**config.mk**
```make
export PLATFORM = sky130hd
export DESIGN_NAME = control_mem_wr
export DESIGN_NICKNAME = d
export VERILOG_FILES = /design/src/rtl/conv_pkg.sv /design/src/rtl/wr_addr_cnt.sv /design/src/rtl/control_mem_wr.sv
export SDC_FILE = /design/constraint.sdc
export NUM_CORES = 1
export LEC_CHECK = 0
export CORE_AREA = 2 2 95 51
export CTS_CLUSTER_DIAMETER = 80
export DETAILED_ROUTE_END_ITERATION = 10
export DIE_AREA = 0 0 97 53
export GPL_ROUTABILITY_DRIVEN = 0
export GPL_TIMING_DRIVEN = 0
export PLACE_DENSITY = 0.55
export SYNTH_ARGS = -nofsm -noshare
export SYNTH_HDL_FRONTEND = slang
export SYNTH_SLANG_ARGS = --single-unit
```
**constraint.sdc**
```tcl
create_clock -name clk -period 1.35 [get_ports clk]
set_input_delay 0.27 -clock clk [delete_from_list [all_inputs] [get_ports clk]]
set_output_delay 0.27 -clock clk [all_outputs]
set_load 0.03 [all_outputs]
```
**src/rtl/conv_pkg.sv**
```systemverilog
// Shared definitions for the 1-D convolution datapath (write and read sides).
package conv_pkg;

  localparam int unsigned DATA_N      = 8;
  localparam int unsigned LG_DATA_N   = 3;
  localparam int unsigned FILTER_N    = 4;
  localparam int unsigned LG_FILTER_N = 2;
  localparam int unsigned DATA_W      = 8;

  typedef enum logic [2:0] {
    IDLE,
    LOAD_F,
    LOAD_X,
    FLUSH,
    BUSY
  } wr_state_e;

endpackage

```
**src/rtl/wr_addr_cnt.sv**
```systemverilog
// Write address counter: synchronous clear, count enable, terminal-count flag.
// Saturates at N-1 so an address never reaches N.
module wr_addr_cnt #(
  parameter int unsigned N = 4,
  parameter int unsigned W = 2
) (
  input  logic         clk_i,
  input  logic         rst_ni,
  input  logic         clr_i,
  input  logic         en_i,
  output logic [W-1:0] cnt_o,
  output logic         tc_o
);

  localparam logic [W-1:0] LAST = W'(N - 1);

  logic [W-1:0] cnt_q, cnt_d;

  // Next count: clear wins, otherwise step until the terminal value
  always_comb begin
    cnt_d = cnt_q;
    if (clr_i) begin
      cnt_d = '0;
    end else if (en_i && (cnt_q != LAST)) begin
      cnt_d = cnt_q + 1'b1;
    end
  end

  // Count register
  always_ff @(posedge clk_i or negedge rst_ni) begin
    if (!rst_ni) begin
      cnt_q <= '0;
    end else begin
      cnt_q <= cnt_d;
    end
  end

  assign cnt_o = cnt_q;
  assign tc_o  = (cnt_q == LAST);

endmodule

```
**src/rtl/control_mem_wr.sv**
```systemverilog
// Write-side controller for the convolution memories: takes a serial F-then-X
// stream, drives registered write ports, flags load completion.
// Optional feature: CONV_MEM_WR_LAST_CHK_EN adds s_last / load_err framing check.
module control_mem_wr #(
  parameter int unsigned DATA_N      = conv_pkg::DATA_N,
  parameter int unsigned LG_DATA_N   = conv_pkg::LG_DATA_N,
  parameter int unsigned FILTER_N    = conv_pkg::FILTER_N,
  parameter int unsigned LG_FILTER_N = conv_pkg::LG_FILTER_N,
  parameter int unsigned DATA_W      = conv_pkg::DATA_W
) (
  input  logic                   clk,
  input  logic                   reset_n,
  input  logic                   start,
  input  logic                   s_valid,
  input  logic [DATA_W-1:0]      s_data,
  output logic                   s_ready,
  input  logic                   compute_done,
  output logic                   wr_en_f,
  output logic [LG_FILTER_N-1:0] wr_addr_f,
  output logic                   wr_en_x,
  output logic [LG_DATA_N-1:0]   wr_addr_x,
  output logic [DATA_W-1:0]      wr_data,
  output logic                   mem_wr_state,
  output logic                   load_done
`ifdef CONV_MEM_WR_LAST_CHK_EN
  ,
  input  logic                   s_last,
  output logic                   load_err
`endif
);

  import conv_pkg::*;

  wr_state_e state_q, state_d;

  logic                   accept;
  logic                   cnt_clr;
  logic                   f_tc, x_tc;
  logic [LG_FILTER_N-1:0] f_cnt;
  logic [LG_DATA_N-1:0]   x_cnt;

  logic                   wr_en_f_q, wr_en_x_q, load_done_q;
  logic [LG_FILTER_N-1:0] wr_addr_f_q;
  logic [LG_DATA_N-1:0]   wr_addr_x_q;
  logic [DATA_W-1:0]      wr_data_q;

  assign accept  = s_valid & s_ready;
  assign cnt_clr = (state_q == IDLE) & start;

  wr_addr_cnt #(
    .N (FILTER_N),
    .W (LG_FILTER_N)
  ) u_f_cnt (
    .clk_i  (clk),
    .rst_ni (reset_n),
    .clr_i  (cnt_clr),
    .en_i   (accept && (state_q == LOAD_F)),
    .cnt_o  (f_cnt),
    .tc_o   (f_tc)
  );

  wr_addr_cnt #(
    .N (DATA_N),
    .W (LG_DATA_N)
  ) u_x_cnt (
    .clk_i  (clk),
    .rst_ni (reset_n),
    .clr_i  (cnt_clr),
    .en_i   (accept && (state_q == LOAD_X)),
    .cnt_o  (x_cnt),
    .tc_o   (x_tc)
  );

  // State register
  always_ff @(posedge clk or negedge reset_n) begin
    if (!reset_n) begin
      state_q <= IDLE;
    end else begin
      state_q <= state_d;
    end
  end

  // Next-state: terminal-count accepts advance the load phases
  always_comb begin
    state_d = state_q;
    case (state_q)
      IDLE:    if (start)          state_d = LOAD_F;
      LOAD_F:  if (accept && f_tc) state_d = LOAD_X;
      LOAD_X:  if (accept && x_tc) state_d = FLUSH;
      FLUSH:                       state_d = BUSY;
      BUSY:    if (compute_done)   state_d = IDLE;
      default:                     state_d = IDLE;
    endcase
  end

  // State-decoded outputs
  always_comb begin
    s_ready      = (state_q == LOAD_F) || (state_q == LOAD_X);
    mem_wr_state = (state_q == LOAD_F) || (state_q == LOAD_X) || (state_q == FLUSH);
  end

  // Registered write port and completion pulse, one cycle after the accept
  always_ff @(posedge clk or negedge reset_n) begin
    if (!reset_n) begin
      wr_en_f_q   <= 1'b0;
      wr_en_x_q   <= 1'b0;
      wr_addr_f_q <= '0;
      wr_addr_x_q <= '0;
      wr_data_q   <= '0;
      load_done_q <= 1'b0;
    end else begin
      wr_en_f_q   <= accept && (state_q == LOAD_F);
      wr_en_x_q   <= accept && (state_q == LOAD_X);
      load_done_q <= (state_q == FLUSH);
      if (accept) begin
        wr_data_q <= s_data;
        if (state_q == LOAD_F) begin
          wr_addr_f_q <= f_cnt;
        end else begin
          wr_addr_x_q <= x_cnt;
        end
      end
    end
  end

  assign wr_en_f   = wr_en_f_q;
  assign wr_en_x   = wr_en_x_q;
  assign wr_addr_f = wr_addr_f_q;
  assign wr_addr_x = wr_addr_x_q;
  assign wr_data   = wr_data_q;
  assign load_done = load_done_q;

`ifdef CONV_MEM_WR_LAST_CHK_EN
  logic load_err_q, load_err_d;
  logic final_x;

  assign final_x = (state_q == LOAD_X) && x_tc;

  // Sticky framing error: s_last must mark exactly the final X word
  always_comb begin
    load_err_d = load_err_q;
    if (cnt_clr) begin
      load_err_d = 1'b0;
    end else if (accept && (s_last != final_x)) begin
      load_err_d = 1'b1;
    end
  end

  // Error flag register
  always_ff @(posedge clk or negedge reset_n) begin
    if (!reset_n) begin
      load_err_q <= 1'b0;
    end else begin
      load_err_q <= load_err_d;
    end
  end

  assign load_err = load_err_q;
`endif

endmodule

```
==> metrics.yaml <==
run_status:
  status: "finished with violations"
  violations: "negative setup slack"
sta:
  fin_ws_ns: -0.137
  rsz0062_at_grt: "true"
  slew_violations: 0
  slew_headroom_pct: 28.9
  fin_crit_ns: 1.49
  skew_ns: 0.0106
  fin_crit_sh_pct: 110
  hold_viol: 0
  tightest_slew_ns: 1.07
  setup-violations-final: 20
  fmax_mhz: 673
clock_tree:
  cts_tree: "done"
  worst_skew_pair.late_latency_ns: 0.27
  cts.sinks: 24
  cts_buffers: 3
  clk_pin_slew_ns: 0.09
  cts_root_buf: "clkbuf_8"
  htreeDepth: 1
  clk_path_buf_depth: 2
logic_synthesis:
  synth_cell_types: 23
  synthCells: 77
  avgSynthCellArea_um2: 13.7
  synth_area_leaders: "dfrtp_1, mux2_2, ha_1, mux2i_1, and4bb_2"
  ys_ff_latch: 24
  yosys.area.top_type: "dfrtp_1"
  yosys_warnings: 0
  synth_common_cells: "dfrtp_1, mux2_2, nand2_1"
  netlist_area_um2: 1060
  syn-num-nets: 93
  seq_area_frac_synth_pct: 56.9
  synth.top_cell.area_share_pct: 56.9
  synth-edff-count: 0
  ys.flop_type: "dfrtp_1"
  async_flop_share_pct: 100
  post-synth-top-count-cell: "dfrtp_1"
floorplan:
  fp.dieW_um: 97
  initial_core_util_pct: 24.7
  die_h_um: 53
  die-area_um2: 5140
  core_um2: 4280
  row_count: 17
  ios: 31
pwr:
  p_clk_share_pct: 12.9
  p_int_mw: 2.30
  power_density_nw_per_um2: 2250
  combPwrFrac_pct: 56.4
  total_power_mw: 3.74
  switching_share_pct: 38.3
  seqPwrFrac_pct: 30.8
  p_leak_nw: 0.809
  irDropWorstVdd_v: 0.000683
  p_switching_mw: 1.43
setup_path:
  crit_required_ns: 1.08
  rr_worst_depth: 5
  regToRegSetupSlack_ns: -0.13
  critPathKind: "flip-flop to output port"
  r2r_start: "state_q[0]$_DFFE_PN0P_"
  worstSetupStartpointType: "flip-flop"
  cpMaxStageDelayCell: "dfrtp_1"
  worst-path-max-fanout: 4
  critPathLaunch: "state_q[0]$_DFFE_PN0P_"
  crit_chain: "buf_6 -> buf_12 -> nor2_4 -> nor2_1 -> buf_4"
  worst_r2r_endpoint: "wr_data[2]$_DFFE_PN0P_"
  endpoint_kind: "output port"
  cp_slowest_stage_delay_ns: 0.39
  cp.arrival_ns: 1.22
layout:
  syn_to_final_growth_pct: 57.3
  fillers: 403
  final_core_util_pct: 38.9
  diodes: 0
  drive_gt1_share_pct: 37.2
  nets: 138
grt:
  antenna_found_initial: 0
  grt_pass1_vias: 730
  grt_max_degree: 25
  track_usage_pct: 9.62
  grt_overflow: 0
  grt_pass1_wl_um: 3750
placement:
  io_buffers: 30
flow_run:
  max_cap_viol_count: 0
routing:
  drtIter0Drc: 14
  via_count: 755
  drc: 0
  detail_route.wl_per_cell_um: 13.2
  antenna_left: 0
  dr.pass1.iters: 4
  wl_um: 2340
  drt-vias-per-instance: 4.24
min_path:
  hold_path.class: "primary input to asynchronous set/reset pin"
## power groups by stage
stage | clock network [mW] | registers [mW] | logic, mW
floorplan | 0 | 1.51 | 0.767
CTS | 0.501 | 1.15 | 2.06
detailed placement | 0 | 1.15 | 1.79
finish | 0.481 | 1.15 | 2.11
global route | 0.540 | 1.19 | 2.25
global placement | 0 | 1.13 | 1.77
## how the worst max path moves through the flow
stage                                        end  depth (start not counted)  slack, ns
after global placement    wr_data[2]$_DFFE_PN0P_                          3      -0.44
after CTS                           mem_wr_state                          5      -0.15
after floorplan           wr_data[0]$_DFFE_PN0P_                          4      -0.11
after global routing      wr_data[7]$_DFFE_PN0P_                          5      -0.20
after detailed placement  wr_data[5]$_DFFE_PN0P_                          3      -0.48
final                               mem_wr_state                          5      -0.14
## sequential cells by signal, summed over array words and instances, names as in the netlist
register       cells
wr_addr_f          2
wr_en_x            1
state_q            3
wr_en_f            1
wr_data            8
load_done          1
u_x_cnt.cnt_o      3
wr_addr_x          3
u_f_cnt.cnt_o      2
## logic make-up (layout without fill, tap and decap cells)
| kind of cell | after synthesis | after routing | synth area share, % |
|---|---|---|---|
| adders and majority gates | 3 | 3 | 3.55 |
| buffers and inverters | 6 | 50 | 3.67 |
| xor gates and xnor gates | 1 | 1 | 1.54 |
| AOI/OAI and AO/OA | 6 | 6 | 3.67 |
| and+or+nand+nor | 21 | 21 | 14.0 |
| muxes | 16 | 16 | 16.7 |
| DFF | 24 | 24 | 56.9 |
## layout make-up
type,instances,area (um2),share of cell area (%)
tap,57,71.3,4.29
clock buffer,4,55.1,3.31
timing repair buffer,40,372,22.4
buffer,4,45.0,2.71
sequential,24,601,36.1
multi-input combinational,47,510,30.7
inverter,2,7.51,0.452
## critical path, delay by kind of cell (launching register included)
kind | cells | cell delay, ns
AND/OR/NAND/NOR | 2 | 0.14
buffers and inverters | 3 | 0.42
flip-flops | 1 | 0.39
## cells in the final DEF (no fill, tap or decap), types with 2 or more instances in the layout
| cell | synthesis | final |
|---|---|---|
| nand2_1 | 5 | 2 |
| mux2i_1 | 3 | 3 |
| clkdlybuf4s50_1 | 0 | 10 |
| nand4b_1 | 2 | 2 |
| mux2_4 | 0 | 13 |
| nand2b_1 | 2 | 2 |
| a21oi_1 | 2 | 2 |
| buf_4 | 2 | 5 |
| dfrtp_1 | 24 | 24 |
| dlygate4sd2_1 | 0 | 17 |
| nand2_2 | 0 | 3 |
| buf_6 | 1 | 8 |
| clkbuf_8 | 0 | 4 |
| nor2_1 | 4 | 3 |
| nand3b_1 | 2 | 2 |
| buf_2 | 1 | 2 |
| inv_1 | 2 | 2 |
| ha_1 | 3 | 3 |
## through the flow
stage | hold WS [ns] | setup slack (ns) | std cells | setup TNS, ns | area (um2)
detailed placement | 0.496 | -0.476 | 164 | -14.94 | 1430
CTS | 0.363 | -0.145 | 176 | -1.95 | 1620
global placement | 0.488 | -0.443 | 164 | -13.53 | 1430
floorplan | -0.0256 | -0.113 | 77 | -0.938 | 1060
finish | 0.311 | -0.137 | 178 | -1.80 | 1660
global route | 0.405 | -0.204 | 178 | -2.96 | 1660
## layer usage
layer  GRT usage [%]  part of all wire [%]
met3            4.62                   6.2
met4           0.704                  0.17
met5               0                     0
met2            14.4                    42
met1            13.1                    52
## timing repair
| action | CTS | global route |
|---|---|---|
| buffers inserted | 6 | 2 |
| gates resized for setup | 53 | 11 |
| endpoints found under the setup margin | 47 | 21 |
| hold buffers | 0 | 0 |
| cloned | 2 | 0 |
| pin swaps | 3 | 8 |
Power figures use the tool's default switching activity.
